$ cat src/rtl/gb_clk_gen.sv
// gb_clk_gen: programmable clock-enable generator for the gameboy core.
// NUM_CH free-running half-period dividers; one channel is selected and gated
// by a run/pause/step/burst FSM to form gb_clk_o / gb_ce_o.
// Optional feature macro: CLKGEN_CYCLE_CNT_EN adds cyc_cnt_o, a wrapping count
// of gb_ce_o pulses since reset.
module gb_clk_gen #(
    parameter int unsigned NUM_CH  = 2,
    parameter int unsigned DIV_W   = 8,
    parameter int unsigned SEL_W   = 1,
    parameter int unsigned BURST_W = 16
) (
    input  logic                    clk,
    input  logic                    resetn,
    input  logic [NUM_CH*DIV_W-1:0] div_i,
    input  logic [SEL_W-1:0]        sel_i,
    input  logic [1:0]              mode_i,
    input  logic                    step_i,
    input  logic [BURST_W-1:0]      burst_len_i,
    output logic [NUM_CH-1:0]       ch_clk_o,
    output logic [NUM_CH-1:0]       ch_en_o,
    output logic                    gb_clk_o,
    output logic                    gb_ce_o,
`ifdef CLKGEN_CYCLE_CNT_EN
    output logic [31:0]             cyc_cnt_o,
`endif
    output logic                    busy_o
);

    typedef enum logic [1:0] {StRun, StHold, StGrant} state_e;

    localparam logic [1:0] ModeRun   = 2'b00;
    localparam logic [1:0] ModePause = 2'b01;
    localparam logic [1:0] ModeStep  = 2'b10;

    logic [DIV_W-1:0]   cnt_q [NUM_CH];
    logic [NUM_CH-1:0]  ch_clk_q, ch_en_q, ch_wrap;
    logic [SEL_W-1:0]   sel_q, sel_clamp;
    logic [BURST_W-1:0] credit_q;
    state_e             state_q;
    logic               g_q, g_d, busy_q, step_q;
    logic               step_edge, sel_rise, sel_fall, grant;

    // Counter reaching zero marks a half-period boundary on each channel
    always_comb begin
        ch_wrap = '0;
        for (int i = 0; i < NUM_CH; i++) begin
            ch_wrap[i] = (cnt_q[i] == '0);
        end
    end

    // Per-channel down-counters; a toggle to high also fires the enable pulse
    always_ff @(posedge clk) begin
        for (int i = 0; i < NUM_CH; i++) begin
            if (!resetn) begin
                cnt_q[i]    <= div_i[i*DIV_W +: DIV_W];
                ch_clk_q[i] <= 1'b0;
                ch_en_q[i]  <= 1'b0;
            end else if (ch_wrap[i]) begin
                cnt_q[i]    <= div_i[i*DIV_W +: DIV_W];
                ch_clk_q[i] <= ~ch_clk_q[i];
                ch_en_q[i]  <= ~ch_clk_q[i];
            end else begin
                cnt_q[i]    <= cnt_q[i] - DIV_W'(1);
                ch_en_q[i]  <= 1'b0;
            end
        end
    end

    assign sel_clamp = (32'(sel_i) < NUM_CH) ? sel_i : '0;
    assign sel_rise  = ch_wrap[sel_q] & ~ch_clk_q[sel_q];
    assign sel_fall  = ch_wrap[sel_q] & ch_clk_q[sel_q];
    assign step_edge = step_i & ~step_q;

    // Grant decision at a selected-channel rise; g holds for the whole high phase
    always_comb begin
        grant = 1'b0;
        if (mode_i == ModeRun) begin
            grant = 1'b1;
        end else if (state_q == StGrant && mode_i[1] && credit_q != '0) begin
            grant = 1'b1;
        end
        g_d = g_q;
        if (sel_rise) begin
            g_d = grant;
        end else if (sel_fall) begin
            g_d = 1'b0;
        end
    end

    // Gating FSM with credit counter, gate flag and glitch-safe select update
    always_ff @(posedge clk) begin
        if (!resetn) begin
            state_q  <= StHold;
            credit_q <= '0;
            busy_q   <= 1'b0;
            g_q      <= 1'b0;
            step_q   <= 1'b0;
            sel_q    <= sel_clamp;
        end else begin
            step_q <= step_i;
            g_q    <= g_d;
            // g_q is only set while the channel is high, so gb_clk_o low means no phase is open
            if (!gb_clk_o && !sel_rise) begin
                sel_q <= sel_clamp;
            end
            unique case (mode_i)
                ModeRun: begin
                    state_q  <= StRun;
                    credit_q <= '0;
                    busy_q   <= 1'b0;
                end
                ModePause: begin
                    state_q  <= StHold;
                    credit_q <= '0;
                    busy_q   <= 1'b0;
                end
                default: begin
                    if (state_q == StGrant) begin
                        if (sel_rise && grant) begin
                            credit_q <= credit_q - BURST_W'(1);
                        end
                        // Release only once the last granted phase has closed
                        if (credit_q == '0 && !g_d) begin
                            state_q <= StHold;
                            busy_q  <= 1'b0;
                        end
                    end else if (step_edge && mode_i == ModeStep) begin
                        credit_q <= BURST_W'(1);
                        state_q  <= StGrant;
                        busy_q   <= 1'b1;
                    end else if (step_edge && burst_len_i != '0) begin
                        credit_q <= burst_len_i;
                        state_q  <= StGrant;
                        busy_q   <= 1'b1;
                    end else begin
                        state_q <= StHold;
                        busy_q  <= 1'b0;
                    end
                end
            endcase
        end
    end

`ifdef CLKGEN_CYCLE_CNT_EN
    logic [31:0] cyc_cnt_q;

    // Debug count of granted gb cycles, wraps naturally
    always_ff @(posedge clk) begin
        if (!resetn) begin
            cyc_cnt_q <= '0;
        end else if (gb_ce_o) begin
            cyc_cnt_q <= cyc_cnt_q + 32'd1;
        end
    end

    assign cyc_cnt_o = cyc_cnt_q;
`endif

    assign ch_clk_o = ch_clk_q;
    assign ch_en_o  = ch_en_q;
    assign gb_clk_o = ch_clk_q[sel_q] & g_q;
    assign gb_ce_o  = ch_en_q[sel_q] & g_q;
    assign busy_o   = busy_q;

endmodule

$ cat config.mk
export PLATFORM = sky130hd
export DESIGN_NAME = gb_clk_gen
export DESIGN_NICKNAME = d
export VERILOG_FILES = /design/src/rtl/gb_clk_gen.sv
export SDC_FILE = /design/constraint.sdc
export NUM_CORES = 1
export LEC_CHECK = 0
export ABC_AREA = 1
export CORE_MARGIN = 2
export CORE_UTILIZATION = 50
export CTS_CLUSTER_DIAMETER = 40
export DETAILED_ROUTE_END_ITERATION = 8
export PLACE_DENSITY = 0.76
export SLEW_MARGIN = 15
export SYNTH_ARGS = -nofsm -noshare
export SYNTH_HDL_FRONTEND = slang
export SYNTH_SLANG_ARGS = --single-unit
export TNS_END_PERCENT = 5
$ cat constraint.sdc
create_clock -name clk -period 1.8 [get_ports clk]
set_input_delay 0.18 -clock clk [delete_from_list [all_inputs] [get_ports clk]]
set_output_delay 0.18 -clock clk [all_outputs]
set_load 0.01 [all_outputs]
* Word level (Yosys, flattened, before mapping) *
Memory sizes are Yosys's and may differ from the RTL's.
Cells that the tools add are included.

word-level totals
  register bits = 26
  bits in writable memories = 16
  input port bits = 38
  output and inout bits = 7
  word-level logic and storage cells = 99
  memories = 1

operators by class
  $add $sub $neg = 3
  $lt $le $gt $ge = 1
  equality and inequality tests = 7
  mux-type cells = 42
  bitwise gates (word level) = 14
  reduce and logical (&&, ||, !) cells = 21

memory list
  memory  words  bits a word  read ports  clocked after memory_dff  write ports  line  source
  cnt_q   2      8            2           0                         2            35    logic [DIV_W-1:0] cnt_q [NUM_CH];

operators with widths
  kind                   count
  $mux 16                4
  $mux 8                 4
  $reduce_bool 16->1     2
  $mux 1                 29
  $logic_not 16->1       1
  $logic_not 8->1        2
  $sub 16x1->16 const B  1
  $sub 8x1->8 const B    2
  $mux 2                 4
  $logic_and 1x1->1      7
  $ne 2x1->1 const B     3
  $reduce_and 2->1       3
  $and 1x1->1            5
  $not 1->1              5
  $eq 2x2->1 const B     2
  $ne 4x2->1 const B     1
  $or 1x1->1             4
  $pmux 2 s2             1
  $logic_not 1->1        3
  $reduce_bool 3->1      1
  $reduce_or 3->1        1
  $eq 2x1->1 const B     1
  $logic_not 2->1        1
  $lt 1x2->1 const B     1

* Logic depth before layout (Yosys ltp) *
  depth in word-level cells = 11
  depth in mapped cells = 13
  depth with buffers taken out = 12

* Worst setup path after synthesis *
Ideal clock, no wire load.

  path type = flip-flop to flip-flop
  from = mem cnt_q[0][0]
  to = mem cnt_q[0][0], data pin
  library setup time = 0.266 ns
  data arrival time = 1.356 ns
  data required time = 1.534 ns
  path slack = 0.178 ns
  cell stages (with the launch flop) = 9
  path buffers = 1
  period minus slack after synthesis = 1.622 ns
  path through = edfxtp_1 inv_1 ha_1 nand2_1 nor2_1 nor2_1 inv_1 clkbuf_1 o21ai_0

RTL lines
  element          line
  start, declared  35

* Worst setup path in the final report *
  from = reg sel_q
  to = out gb_ce_o

on the way
  longest elaborated chain between the ends = 3

RTL lines
  element                                    line  source
  start, declared                            37    logic [SEL_W-1:0] sel_q, sel_clamp;
  start signal, assigned                     98    sel_q <= sel_clamp;
  start signal, assigned                     104   sel_q <= sel_clamp;
  $mux 1 (implied by the code) (2 in a row)  162   assign gb_ce_o = ch_en_q[sel_q] & g_q;
  $and 1x1->1                                162
  end, declared                              22    output logic gb_ce_o,

No other way between the ends. The select of a mux whose other input is x is not followed.

==> metrics.txt <==
Setup CP Type=flop to output port; number of remaining DRC errors=0; Async SR Flop Fraction=0; initial antenna violation count=0; drt first pass iters=5; Mapped Avg Cell Area=6.97 µm²; Max-cap violations=0; Syn-to-layout area delta=28.9%; nature of the critical path endpoint=output port; Clock Power Share=0.267; final period utilization=0.950; wire per inst=12.2 µm; number of diodes=0; Overflow after GRT=0; Post-synth EDFFs=17; CTS tree=built; Routed Wire Length=6420 µm; Gate power share=0.236; Sw Ratio=0.293; Synth area leaders=edfxtp_1 19%, dfxtp_1 19%, nand2_1 12%; Synth cell types=32; final number of max-transition violations=0; Hold Crit Class=input port to flop; Final Hold Viols=0; Post-Place Setup Slack=-0.0665 ns; Initial Util=0.520; outcome=finished, final reports clean; Synth Register Bits=42; share of cells above drive strength 1=0.121; Synth area leader=edfxtp_1; synthesized netlist cell count=383; worst reg2reg startpoint=cnt_q[1][0]; PwrDens=639 nW/µm²; total power=2200 µW; R2R depth=10; Critical Path RT=1.62 ns; Finish-stage setup viols=0; Hold Slack=0.449 ns; Reg clk slew, reported paths=0.07 ns; vias post-DR=2625; H-tree depth=2; Psw=645 µW; Sequential Power Share=0.497; most common cell in the synthesized netlist=nand2_1; worst vdd ir=462 µV; Seq/Total Area, Yosys=0.378; Post-synth top cells=88 x nand2_1, 55 x nor2_1, 43 x nand3_1; fin crit period=1.71 ns; IO Count=45; nets=497; total track usage=0.224; number of global-route vias before repair=2440; HP Start=sel_i; worst reg-to-reg setup slack=0.11 ns; hold path depth=1; pin count of the biggest net entering global routing=21; first-pass GRT wire length=10800 µm; CTS Sinks=42; Post-CTS Hold Buffers=0; RSZ-0062 raised after global routing=true; routability congestion estimate=0.869; antenna-violating nets left=0; Die Wd=77.1 µm; Root Buffer=clkbuf_8; clk_lat worst skew=0.29 ns; reg2reg end=credit_q[9]; top achievable clock speed=585 MHz; I/O Buffers=44; static leakage=0.00149 µW; Vias/cell=4.99; CTS Buf Count=5; dpl hpwl=4910 µm; num rows=26; Syn. warnings=0; Primary FF master, synth=dfxtp_1; final setup margin=0.0893 ns; internal power=1560 µW; hold endpoint=sel_q; Worst Skew=0.0124 ns; top-area cell type share of the netlist area=0.191; core area=5140 µm²; Post-Syn Area=2670 µm²; Max Fanout on Critical Path=5; Critical Path Source Type=flop; Die ar.=5940 µm²; Clock Path Buffers=2; initial drt markers=181; Worst Path Arrival=1.53 ns; Die Y=77.1 µm
-- cells by family after synthesis --
logic type	share of synthesized area
and+or+nand+nor	0.351
other	0.00140
adders and majority gates	0.0187
AOI/OAI and AO/OA	0.120
xor gates and xnor gates	0.0492
DFF	0.378
buffers and inverters	0.0815
-- worst max-delay path, cell delays in order (launching register included) --
cell and delay [ns]:
edfxtp_1 0.44, inv_1 0.10, nor2_1 0.04, nor2_1 0.11, clkdlybuf4s50_1 0.55
-- sequential cells by signal (all words and copies together) (netlist names) --
register  cells
cnt_q        16
credit_q     16
ch_clk_o      2
ch_en_o       2
state_q       2
busy_o        1
g_q           1
sel_q         1
step_q        1
-- how the worst max path moves through the flow --
stage / slack (ns) / end / depth (start not counted) / from
floorplan: 0.18 / cnt_q[0][0] / 8 / cnt_q[0][0]
global placement: -0.007 / credit_q[1] / 7 / burst_len_i[11]
detailed placement: -0.07 / credit_q[1] / 7 / burst_len_i[11]
CTS: 0.07 / credit_q[2] / 11 / credit_q[0]
global route: -0.02 / state_q[0] / 12 / cnt_q[0][0]
finish: 0.09 / gb_ce_o / 4 / sel_q
-- routing by layer --
layer	track usage	share of wire	up-vias
met5	0	0	-
met3	0.0482	0.062	7
li1	-	-	1380
met2	0.379	0.49	75
met4	0.0500	0.010	0
met1	0.295	0.44	1163
-- timing repair --
item | 4_1_cts | 5_1_grt
buffers inserted | 0 | 0
gates cloned | 0 | 1
setup endpoints to repair | 15 | 26
gates resized for setup | 2 | 12
endpoints found under the hold margin | 0 | 0
pin swaps | 0 | 5
-- layout make-up --
type,instances,area [µm²]
fillers,463,1700
multi-input cells,305,1540
flip-flops and latches,42,1010
repair buffers,61,574
inverters,40,150
well taps,70,87.6
clock buffers,6,72.6
clock inverters,2,10.0
-- placed cells by master (no fill, tap or decap), types with 2 or more instances in the layout --
cell,instances
xor2_1,8
a21oi_1,11
nor2_1,55
nand3_1,43
clkbuf_8,5
nor2_2,5
ha_1,2
nor2_4,3
xnor2_1,7
a21oi_2,6
nand4_1,6
o21ai_0,24
a31oi_1,6
nor4_1,2
buf_4,16
inv_2,4
nand2_2,7
o21ai_1,4
clkinv_2,2
conb_1,16
clkdlybuf4s50_1,43
edfxtp_1,17
inv_1,36
nand2_1,87
nor3_1,2
o22ai_1,2
ha_2,2
dfxtp_1,25
-- through the flow --
| step | util | TNS [ns] | std cells | cell area [µm²] |
|---|---|---|---|---|
| 2_1_floorplan | - | 0 | 398 | 2730 |
| 4_1_cts | 0.662 | 0 | 525 | 3400 |
| 3_3_place_gp | 0.645 | -0.00724 | 517 | 3320 |
| 5_1_grt | 0.670 | -0.167 | 526 | 3440 |
| 6_report | 0.670 | 0 | 526 | 3440 |
| 3_5_place_dp | 0.645 | -0.568 | 517 | 3320 |
-- power by group through the flow --
| stage | clock network [µW] | logic [µW] | registers, µW |
|---|---|---|---|
| final | 588 | 520 | 1090 |
| after global placement | 0 | 494 | 1110 |
| after floorplan | 0 | 329 | 1100 |
| after CTS | 605 | 508 | 1090 |
| after detailed placement | 0 | 505 | 1110 |
| after global routing | 651 | 588 | 1100 |
(Power assumes the default switching activity.)
